===== config.mk =====
export PLATFORM = sky130hd
export DESIGN_NAME = pulsegap_sequencer
export DESIGN_NICKNAME = d
export VERILOG_FILES = /design/src/rtl/pulsegap_sequencer.sv
export SDC_FILE = /design/constraint.sdc
export NUM_CORES = 1
export LEC_CHECK = 0
export ABC_AREA = 0
export CORE_MARGIN = 2
export CORE_UTILIZATION = 49
export DETAILED_ROUTE_END_ITERATION = 7
export PLACE_DENSITY = 0.88
export SLEW_MARGIN = 10
export SYNTH_ARGS = -nofsm -noshare
export SYNTH_HDL_FRONTEND = slang
export SYNTH_SLANG_ARGS = --single-unit

===== constraint.sdc =====
create_clock -name clock -period 2.3 [get_ports clock]
set_clock_uncertainty 0.05 [all_clocks]
set_input_delay 0.46 -clock clock [delete_from_list [all_inputs] [get_ports clock]]
set_output_delay 0.46 -clock clock [all_outputs]
set_load 0.05 [all_outputs]

===== src/rtl/pulsegap_sequencer.sv =====
`default_nettype none
// ============================================================================
// Module   : pulsegap_sequencer
// Purpose  : Loads a pulse/gap pattern into an external 16-bit circular shift
//            register, runs it for a programmed number of periods and gates
//            its serial output. Optional pattern self-check: PULSEGAP_CHECK_EN.
// Revision : 1.0
// ============================================================================
module pulsegap_sequencer #(
   parameter int WIDTH = 16,
   parameter int LEN_W = 5,
   parameter int REP_W = 8
) (
   input  logic                     clock,
   input  logic                     reset_n,
   input  logic                     start,
   input  logic                     stop,
   input  logic [LEN_W-1:0]         pulse_len,
   input  logic [REP_W-1:0]         reps,
   input  logic                     shift_out,
   output logic [WIDTH-1:0]         load_in,
   output logic                     load,
   output logic                     pulse_out,
   output logic                     busy,
   output logic                     done,
   output logic [$clog2(WIDTH)-1:0] bit_cnt,
   output logic [REP_W-1:0]         period_cnt,
   output logic                     err
);

   localparam int CNT_W = $clog2(WIDTH);

   typedef enum logic [1:0] {
      S_IDLE = 2'd0,
      S_LOAD = 2'd1,
      S_RUN  = 2'd2,
      S_DONE = 2'd3
   } state_t;

   state_t             r_state;
   state_t             w_state_nxt;
   logic [WIDTH-1:0]   r_load_in;
   logic [REP_W-1:0]   r_reps;
   logic [REP_W-1:0]   r_period_cnt;
   logic [CNT_W-1:0]   r_bit_cnt;
   logic               r_load;
   logic               r_busy;
   logic               r_done;
   logic               r_stop_pending;
   logic [LEN_W-1:0]   w_plen;
   logic [WIDTH-1:0]   w_pattern;
   logic               w_period_end;
   logic               w_exit;

   // Top p bits set: bit i is high when it lies within the first p shifted out
   always_comb begin
      w_plen = (pulse_len > LEN_W'(WIDTH)) ? LEN_W'(WIDTH) : pulse_len;
      w_pattern = '0;
      for (int i = 0; i < WIDTH; i++) begin
         w_pattern[i] = ((WIDTH - i) <= int'(w_plen));
      end
   end

   always_comb begin
      w_state_nxt  = r_state;
      w_period_end = (r_bit_cnt == CNT_W'(WIDTH - 1));
      w_exit       = r_stop_pending | stop |
                     ((r_reps != '0) && (r_period_cnt == r_reps - REP_W'(1)));
      case (r_state)
         S_IDLE:  if (start) w_state_nxt = S_LOAD;
         S_LOAD:  w_state_nxt = S_RUN;
         S_RUN:   if (w_period_end && w_exit) w_state_nxt = S_DONE;
         S_DONE:  w_state_nxt = S_IDLE;
         default: w_state_nxt = S_IDLE;
      endcase
   end

   always_ff @(posedge clock) begin
      if (!reset_n) begin
         r_state <= S_IDLE;
      end else begin
         r_state <= w_state_nxt;
      end
   end

   // Status strobes are registered from the next state so they line up with it
   always_ff @(posedge clock) begin
      if (!reset_n) begin
         r_load_in      <= '0;
         r_reps         <= '0;
         r_period_cnt   <= '0;
         r_bit_cnt      <= '0;
         r_load         <= 1'b0;
         r_busy         <= 1'b0;
         r_done         <= 1'b0;
         r_stop_pending <= 1'b0;
      end else begin
         r_load <= (w_state_nxt == S_LOAD);
         r_busy <= (w_state_nxt != S_IDLE);
         r_done <= (w_state_nxt == S_DONE);
         case (r_state)
            S_IDLE: begin
               if (start) begin
                  r_load_in      <= w_pattern;
                  r_reps         <= reps;
                  r_period_cnt   <= '0;
                  r_stop_pending <= 1'b0;
               end
            end
            S_LOAD: r_bit_cnt <= '0;
            S_RUN: begin
               r_bit_cnt <= w_period_end ? '0 : r_bit_cnt + CNT_W'(1);
               if (stop) r_stop_pending <= 1'b1;
               if (w_period_end && (r_period_cnt != '1)) begin
                  r_period_cnt <= r_period_cnt + REP_W'(1);
               end
            end
            default: ;
         endcase
      end
   end

`ifdef PULSEGAP_CHECK_EN
   logic r_err;

   always_ff @(posedge clock) begin
      if (!reset_n) begin
         r_err <= 1'b0;
      end else if ((r_state == S_IDLE) && start) begin
         r_err <= 1'b0;
      end else if ((r_state == S_RUN) &&
                   (shift_out != r_load_in[CNT_W'(WIDTH - 1) - r_bit_cnt])) begin
         r_err <= 1'b1;
      end
   end

   assign err = r_err;
`else
   assign err = 1'b0;
`endif

   assign load_in    = r_load_in;
   assign load       = r_load;
   assign busy       = r_busy;
   assign done       = r_done;
   assign bit_cnt    = r_bit_cnt;
   assign period_cnt = r_period_cnt;
   assign pulse_out  = (r_state == S_RUN) & shift_out;

endmodule
`default_nettype wire


Yosys cells after proc, flatten, opt, wreduce, memory -nomap -nowiden
Cells that the tools add are included.
{ "classes": {"n_mux": 12, "n_reduce_logical": 11, "eq_ne": 11, "addsub": 3, "magnitude_cmp": 17, "n_bitwise": 3} }
{ "op_table": {"columns": ["op", "n"], "rows": [
  ["4-bit by 5-bit less-or-equal comparator with 1-bit output, first input constant", 8],
  ["3-bit by 5-bit less-or-equal comparator with 1-bit output, first input constant", 4],
  ["8-bit 2-to-1 mux", 2],
  ["8-bit case mux with 2 select lines", 1],
  ["2-bit by 5-bit less-or-equal comparator with 1-bit output, first input constant", 2],
  ["8-bit by 1-bit adder with 8-bit output, second input constant", 1],
  ["8-bit == test", 1],
  ["8-bit inequality test, second input constant", 1],
  ["2-bit case mux with 4 select lines", 1],
  ["4-bit case mux with 2 select lines", 1],
  ["8-bit nonzero test", 1],
  ["8-bit by 1-bit subtractor with 8-bit output, second input constant", 1],
  ["2-bit == test, second input constant", 3],
  ["2-bit inequality test, second input constant", 3],
  ["3-bit AND reduction", 2],
  ["2-bit nonzero test", 3],
  ["5-bit > comparator, second input constant", 1],
  ["1-bit by 5-bit less-or-equal comparator with 1-bit output, first input constant", 1],
  ["5-bit less-or-equal comparator, first input constant", 1],
  ["5-bit 2-to-1 mux", 1],
  ["4-bit by 1-bit adder with 4-bit output, second input constant", 1],
  ["2-bit by 1-bit == test with 1-bit output, second input constant", 2],
  ["4-bit == test, second input constant", 1],
  ["2-bit 2-to-1 mux", 2],
  ["other kinds (8)", 12]
]} }
{ "totals": {"output_inout_bits": 33, "wordCells": 66, "regBits": 42, "in_bits": 18} }

Depth between registers and ports, before layout
Gate-level depths: netlist of the first run.
{ "logic_depth": {"depth_word": 8, "depth_mapped": 8, "mapped_depth_nobuf": 7} }

Worst setup path after synthesis of the first run
Ideal clock, no wire load.
{ "synth_timing": {"path_kind": "register to register", "startpoint": "register r_bit_cnt[0], in the netlist bit_cnt[0]", "endpoint": "register r_period_cnt[7], in the netlist period_cnt[7]", "setup_time_ns": 0.143, "synth_period_minus_slack_ns": 2.261, "n_path_buf": 0, "stages_incl_launch_ff": 7, "setup_slack_ns": 0.039, "t_arrival_ns": 2.069, "required_time_ns": 2.107, "path_cell_list": "dfxtp_1 > ha_1 > nand3_1 > a41o_1 > a2111oi_0 > xnor2_1 > nor2_1"} }
{ "synth_between": {"elab_chain_cells": 4} }
{ "synth_lines": {"columns": ["element", "line_no", "source"], "rows": [
  ["start, declared", "45", "logic [CNT_W-1:0] r_bit_cnt;"],
  ["start signal, assigned", "112", "r_bit_cnt <= w_period_end ? '0 : r_bit_cnt + CNT_W'(1);"],
  ["4-bit == test", "66", "w_period_end = (r_bit_cnt == CNT_W'(WIDTH - 1));"],
  ["1-bit logical AND", "114", "if (w_period_end && (r_period_cnt != '1)) begin"],
  ["2-bit inequality test (no source line)", null, null],
  ["3-bit AND reduction (no source line)", null, null],
  ["end signal, assigned", "115", "r_period_cnt <= r_period_cnt + REP_W'(1);"],
  ["end, declared", "44", "logic [REP_W-1:0] r_period_cnt;"]
]} }
Every way passes these cells.
A chain may end at the register's enable or synchronous reset.

Worst setup path in the final report of the first run
{ "layout_timing": {"startpoint": "register r_period_cnt[6], in the netlist period_cnt[6]", "endpoint": "output port period_cnt[6]"} }
{ "layout_lines": {"columns": ["element", "line_no", "source"], "rows": [
  ["end, declared", "27", "output logic [REP_W-1:0] period_cnt,"]
]} }
No word-level cell between the ends.

==> results of run 1 <==
registers in the layout, summed over array words and instances (netlist names):
register        flops
load                1
r_reps              8
r_state             2
r_stop_pending      1
load_in            16
done                1
busy                1
bit_cnt             4
period_cnt          8
final cells by class:
class,instances,area share [%]
clock buffers,6,2.69
flip-flops and latches,42,31.2
repair buffers,56,20.5
clock inverters,2,1.39
inverters,8,1.11
well taps,50,2.32
multi-input cells,178,40.8
stage by stage:
| stage | area [um2] | hold WS, ns | power (mW) |
|---|---|---|---|
| after floorplan | 2040 | 0.414 | 1.96 |
| after detailed placement | 2590 | 0.416 | 2.39 |
| after global routing | 2700 | 0.450 | 3.12 |
| final | 2700 | 0.423 | 2.95 |
| after CTS | 2700 | 0.428 | 2.97 |
| after global placement | 2590 | 0.400 | 2.37 |
cells by family after synthesis:
| kind of cell | count (synthesis) | synth area share [%] |
|---|---|---|
| multiplexers | 3 | 1.48 |
| AND/OR/NAND/NOR | 79 | 19.5 |
| adder cells (fa/ha/maj) | 5 | 3.07 |
| buffers and inverters | 24 | 4.61 |
| other | 1 | 0.184 |
| AO/OA/AOI/OAI | 74 | 22.9 |
| flip-flops | 42 | 41.3 |
| XOR/XNOR | 16 | 6.88 |
routing by layer:
| layer | vias up | global-route usage, % |
|---|---|---|
| li1 | 946 | - |
| met1 | 852 | 26.5 |
| met2 | 59 | 37.9 |
| met3 | 7 | 6.41 |
| met4 | 0 | 8.25 |
| met5 | - | 0 |
power by group:
part / internal, mW / total, mW / switching, mW
Clock: 0.324 / 0.572 / 0.249
Sequential: 0.883 / 1.00 / 0.119
Combinational: 0.503 / 1.38 / 0.874
worst register-to-register path: cells and delay by family (launching register included):
family	cells	cell delay (ns)
compound gates	2	0.53
flops	1	0.37
simple gates	3	1.07
synth_stat cells, drive strengths merged:
master / count / area [um2]
mux2i: 3 / 30.0
xor2: 4 / 35.0
a31oi: 1 / 6.26
and2: 4 / 25.0
nor2b: 1 / 6.26
nand2b: 5 / 31.3
dfxtp: 42 / 841
a21oi: 22 / 110
or3: 1 / 11.3
nor4: 2 / 12.5
o31ai: 1 / 7.51
nor2: 15 / 56.3
nor3: 2 / 10.0
o211ai: 2 / 15.0
a41o: 1 / 10.0
conb: 1 / 3.75
a21boi: 12 / 90.1
nand3: 11 / 55.1
nand4: 3 / 25.0
a2111oi: 3 / 45.1
nor3b: 2 / 15.0
a21o: 1 / 7.51
or4: 2 / 15.0
xnor2: 12 / 105
ha: 5 / 62.6
clkbuf: 15 / 56.3
o21bai: 2 / 15.0
o2111ai: 1 / 8.76
buf: 1 / 7.51
nand3b: 3 / 22.5
a211oi: 3 / 22.5
and4: 1 / 8.76
and3: 1 / 6.26
nand2: 26 / 97.6
o21ai: 24 / 120
o221ai: 1 / 8.76
inv: 8 / 30.0
worst paths after layout:
check	startpoint	end	slack, ns	cells after the start
worst min register to register	load_in[0]$_SDFFE_PN0P_	load_in[0]$_SDFFE_PN0P_	0.42	2
worst max-delay path	period_cnt[6]$_SDFFE_PN0P_	period_cnt[6]	0.14	1
worst min-delay path	load_in[0]$_SDFFE_PN0P_	load_in[0]$_SDFFE_PN0P_	0.42	2
worst max register to register	r_reps[2]$_SDFFE_PN0P_	load$_SDFF_PN0_	0.21	5
==> metrics.md, run 1 <==
| Metric | Value |
|---|---|
| Yosys warns | `0` |
| Die area | `4690 um2` |
| Critical path, cell by cell | `clkdlybuf4s50_1` |
| FF/Latch Area | `841 um2` |
| Max Transition Viols Final | `0` |
| Core Area | `4000 um2` |
| Hold WC Path Type | `reg -> reg` |
| Layout fillers | `329` |
| Slew @ Worst Pin | `0.530 ns` |
| Starting Density | `50.9%` |
| Final worst-path cycle share | `93.9%` |
| Post-Syn Nets | `267` |
| Synth Cell Area | `2040 um2` |
| TritonRoute pass-1 iters | `4` |
| Layout cells sized above 1 | `6.16%` |
| DRC violations left | `0` |
| Antenna violations before repair | `0` |
| GPL Wtd Cong | `0.825` |
| IO buf count | `49` |
| Die height | `68.5 um` |
| Total CTS buffers | `5` |
| LEAKAGE | `1.01 nW` |
| Worst IR drop on VDD | `562 uV` |
| Total grt overflow | `0` |
| # setup viols final | `0` |
| Finished Layout Cells | `342` |
| Fin worst setup slack | `0.140 ns` |
| Met2 wire length | `2190 um` |
| First-pass GRT wire length | `7710 um` |
| # IOs | `51` |
| Vias per std cell | `5.45` |
| Resize count post-CTS | `0` |
| CTS Hold Bufs | `0` |
| WS Path Type | `reg -> out` |
| Detailed Place HPWL | `3330 um` |
| Drt total wl | `4610 um` |
| Die extent in x | `68.5 um` |
| Fmax | `463 MHz` |
| Highest Signal Layer | `met4` |
| Met3 wire length | `298 um` |
| Clock buffer depth | `2` |
| Clock-pin slew on the worst setup and hold paths | `0.08 ns` |
| Nature of the critical path startpoint | `register` |
| Library cells used by synthesis | `40` |
| TritonCTS Sinks | `42` |
| Maxcap violations | `0` |
| Post-CTS Setup Repair Bufs | `0` |
| Commonest non-fill, non-tap cell in the layout | `clkdlybuf4s50_1` |
| Worst skew pair latency | `0.30 ns` |
| Wire per inst | `13.5 um` |
| Dpl ws | `0.212 ns` |
| Multi-input logic area | `1100 um2` |
| Largest net degree at the start of global routing | `33` |
| Final ANT Viol Nets | `0` |
| Crit end category | `output pin` |
| Max Fanout on Critical Path | `8` |
| Worst rel slew slack | `64.6%` |
| CP required | `1.79 ns` |
| CTS tree | `built` |
| Iter 0 DRT Violations | `104` |
| # rows | `23` |
| CP arrival | `1.65 ns` |
| Top Family by Delay on Critical Path | `buffers and inverters` |
| Crit path largest cell delay | `0.86 ns` |
| ANT cells | `0` |
| Final nets | `314` |
| Final Hold Fails | `0` |
| H-tree depth | `2` |
| RSZ-0062 raised after global routing | `false` |
| FF+latch count, synth | `42` |
| Status | `finished clean` |
| Total track usage | `22.3%` |
| Most frequent cells in the layout | `clkdlybuf4s50_1 (48), dfxtp_1 (42), nand2_1 (26)` |
| Cell Count Post-Placement | `334` |
| Tmin final | `2.16 ns` |
| Syn avg cell area | `8.34 um2` |
| CTS Root Cell | `clkbuf_8` |
| DR vias | `1864` |
| Critical path's slowest cell | `clkdlybuf4s50_1` |
| Syn-to-layout area delta | `32.5%` |
| Vias in the first global route | `1728` |
| WP buf/inv | `1` |
| DRT met1 WL | `2040 um` |
| Post-synthesis cell count | `244` |
| Seq/Total Area, Yosys | `41.3%` |
| Core Util, Final | `67.4%` |
| Post-route setup TNS | `0 ns` |
| P per Cell Area | `1090 nW/um2` |
No activity file was read; power rests on OpenSTA's default activity.
==> run 2, diff against run 1 <==
--- a/config.mk
+++ b/config.mk
@@ -6,7 +6,7 @@
 export NUM_CORES = 1
 export LEC_CHECK = 0
 export ABC_AREA = 0
-export CORE_MARGIN = 2
+export CORE_MARGIN = 5
 export CORE_UTILIZATION = 49
 export DETAILED_ROUTE_END_ITERATION = 7
 export PLACE_DENSITY = 0.88
==> metrics.md, run 2 (synthesized netlist as in run 1, its figures left out) <==
| Metric | Value |
|---|---|
| Total CTS buffers | `5 (unchanged)` |
| Syn-to-layout area delta | `31.8%` |
| Worst skew pair latency | `0.30 ns (about the same)` |
| Worst-case reg-to-reg path depth | `5 (unchanged)` |
| Total grt overflow | `0 (unchanged)` |
| GPL Wtd Cong | `0.831 (+0.68%)` |
| P per Cell Area | `1070 nW/um2 (-1.9%)` |
| Antenna violations before repair | `0 (unchanged)` |
| Drt total wl | `4780 um (+3.6%)` |
| Max reg flops | `16 (unchanged)` |
| Worst rel slew slack | `64.6% (about the same)` |
| TritonRoute pass-1 iters | `4 (unchanged)` |
| Resize count post-CTS | `0 (unchanged)` |
| WP buf/inv | `1 (unchanged)` |
| Status | `finished clean` |
| Total track usage | `18.8% (-3.5 points)` |
| Final ANT Viol Nets | `0 (unchanged)` |
| Vias in the first global route | `1826 (+5.7%)` |
| TritonCTS Sinks | `42 (unchanged)` |
| Max Fanout on Critical Path | `8 (unchanged)` |
| Detailed Place HPWL | `3540 um (+6.2%)` |
| Die extent in x | `74.5 um (+8.8%)` |
| # setup viols final | `0 (unchanged)` |
| Fmax | `463 MHz (about the same)` |
| First-pass GRT wire length | `8100 um (+5.1%)` |
| Crit end category | `output pin` |
| CTS tree | `built` |
| ANT cells | `0 (unchanged)` |
| Hold-critical path depth | `2 (unchanged)` |
| Vias per std cell | `5.54 (+1.7%)` |
| Multi-input logic area | `1100 um2 (unchanged)` |
| IO buf count | `49 (unchanged)` |
| Die height | `74.5 um (+8.8%)` |
| Reg-to-Reg Start | `r_reps[1]$_SDFFE_PN0P_` |
| H-tree depth | `2 (unchanged)` |
| Final Hold Fails | `0 (unchanged)` |
| Hold WC Path Type | `reg -> reg` |
| Post-route setup TNS | `0 ns (unchanged)` |
| Maxcap violations | `0 (unchanged)` |
| Max Transition Viols Final | `0 (unchanged)` |
| Most frequent cells in the layout | `clkdlybuf4s50_1 (48), dfxtp_1 (42), nand2_1 (26)` |
| Commonest non-fill, non-tap cell in the layout | `clkdlybuf4s50_1` |
| Die area | `5540 um2 (+18%)` |
| Final worst-path cycle share | `93.9% (about the same)` |
| # rows | `23 (unchanged)` |
| Wire per inst | `14.0 um (+3.6%)` |
| Worst IR drop on VDD | `641 uV (+14%)` |
| CP arrival | `1.65 ns (about the same)` |
| FF-to-FF End | `done$_SDFF_PN0_` |
| Layout fillers | `338 (+2.7%)` |
| Largest net degree at the start of global routing | `30 (-9.1%)` |
| Hold path start | `load_in[0]$_SDFFE_PN0P_` |
| Clock-pin slew on the worst setup and hold paths | `0.07 ns (about the same)` |
| WS Path Type | `reg -> out` |
| CTS Hold Bufs | `0 (unchanged)` |
| Power Total | `2.88 mW (-2.5%)` |
| LEAKAGE | `1.01 nW (-0.42%)` |
| Top Family by Delay on Critical Path | `buffers and inverters` |
| RSZ-0062 raised after global routing | `false` |
| Core Area | `4000 um2 (unchanged)` |
| Layout cells sized above 1 | `6.51% (+0.34 points)` |
| Iter 0 DRT Violations | `126 (+21%)` |
| DR vias | `1895 (+1.7%)` |
| Final nets | `314 (unchanged)` |
| Slew @ Worst Pin | `0.517 ns (-0.0127 ns)` |
| FF/Latch Area | `841 um2 (unchanged)` |
| Nature of the critical path startpoint | `register` |
| Tmin final | `2.16 ns (-0.000353 ns)` |
| CTS Root Cell | `clkbuf_8` |
| Starting Density | `50.9% (unchanged)` |
| CP required | `1.79 ns (about the same)` |
| Critical path's slowest cell | `clkdlybuf4s50_1` |
| Clock buffer depth | `2 (unchanged)` |
| # IOs | `51 (unchanged)` |
| Critical path, cell by cell | `clkdlybuf4s50_1` |
| Post-CTS Setup Repair Bufs | `0 (unchanged)` |
| Setup slack, reg-to-reg | `0.19 ns (-0.02 ns)` |
| DRC violations left | `0 (unchanged)` |
| Crit path largest cell delay | `0.87 ns (about the same)` |
| Hold Path Sink | `load_in[0]$_SDFFE_PN0P_` |
-- run 2: cell count changes in the layout (fill, tap and decap cells not counted) --
| cell | change |
|---|---|
| clkbuf_1 | -1 |
| clkinv_2 | +1 |
| clkbuf_8 | +1 |
| bufinv_16 | -1 |
-- run 2: worst register-to-register path, stage by stage (launching register included) --
cell       delay [ns]
dfxtp_1          0.34
or4_1            0.54
or3_4            0.36
a2111oi_4        0.37
nand4_2          0.19
a21boi_1         0.19
-- run 2: area by class of cell --
cell class	count	area share, %
inverter	8	1.12
clock buffer	6	3.08
clock inverter	2	0.466
tap	50	2.33
timing repair buffer	56	20.6
sequential	42	31.3
multi-input combinational	178	41.0
-- run 2: where the power goes --
part	total (mW)	leakage, nW	switching, mW	internal (mW)
Combinational	1.39	0.614	0.889	0.503
Clock	0.487	0.0472	0.246	0.241
Sequential	0.999	0.345	0.116	0.883
Total	2.88	1.01	1.25	1.63
-- run 2: worst max-delay path by stage --
stage,slack [ns],startpoint,end,depth (start not counted)
after floorplan,0.04,bit_cnt[0]$_SDFFE_PN0P_,period_cnt[7]$_SDFFE_PN0P_,6
final,0.14,period_cnt[6]$_SDFFE_PN0P_,period_cnt[6],1
after global placement,0.24,start,period_cnt[7]$_SDFFE_PN0P_,5
after CTS,0.13,period_cnt[6]$_SDFFE_PN0P_,period_cnt[6],1
after detailed placement,0.20,start,period_cnt[5]$_SDFFE_PN0P_,5
after global routing,0.02,r_state[0]$_SDFF_PN0_,pulse_out,5
-- run 2: stage by stage --
stage | setup WS, ns | util (%) | hold WS (ns) | area, um2 | instances
2_1_floorplan | 0.0388 | - | 0.414 | 2040 | 244
3_3_place_gp | 0.244 | 64.7 | 0.401 | 2590 | 334
3_5_place_dp | 0.200 | 64.7 | 0.431 | 2590 | 334
4_1_cts | 0.126 | 67.1 | 0.442 | 2680 | 342
5_1_grt | 0.0247 | 67.1 | 0.476 | 2680 | 342
6_report | 0.140 | 67.1 | 0.434 | 2680 | 342
-- run 2: per-layer routing --
metal / wire length, um / vias up / share of wire (%) / GRT usage, %
li1: - / 940 / - / -
met1: 2050 / 884 / 43 / 22.5
met2: 2260 / 64 / 47 / 31.5
met3: 372 / 7 / 7.8 / 5.81
met4: 91 / 0 / 1.9 / 7.11
met5: 0 / - / 0 / 0
==> run 3, diff against run 2 <==
--- a/config.mk
+++ b/config.mk
@@ -14,3 +14,4 @@
 export SYNTH_ARGS = -nofsm -noshare
 export SYNTH_HDL_FRONTEND = slang
 export SYNTH_SLANG_ARGS = --single-unit
+export TNS_END_PERCENT = 1
==> results of run 3 <==
No change in the layout: final DEF, timing and power equal those of run 2.
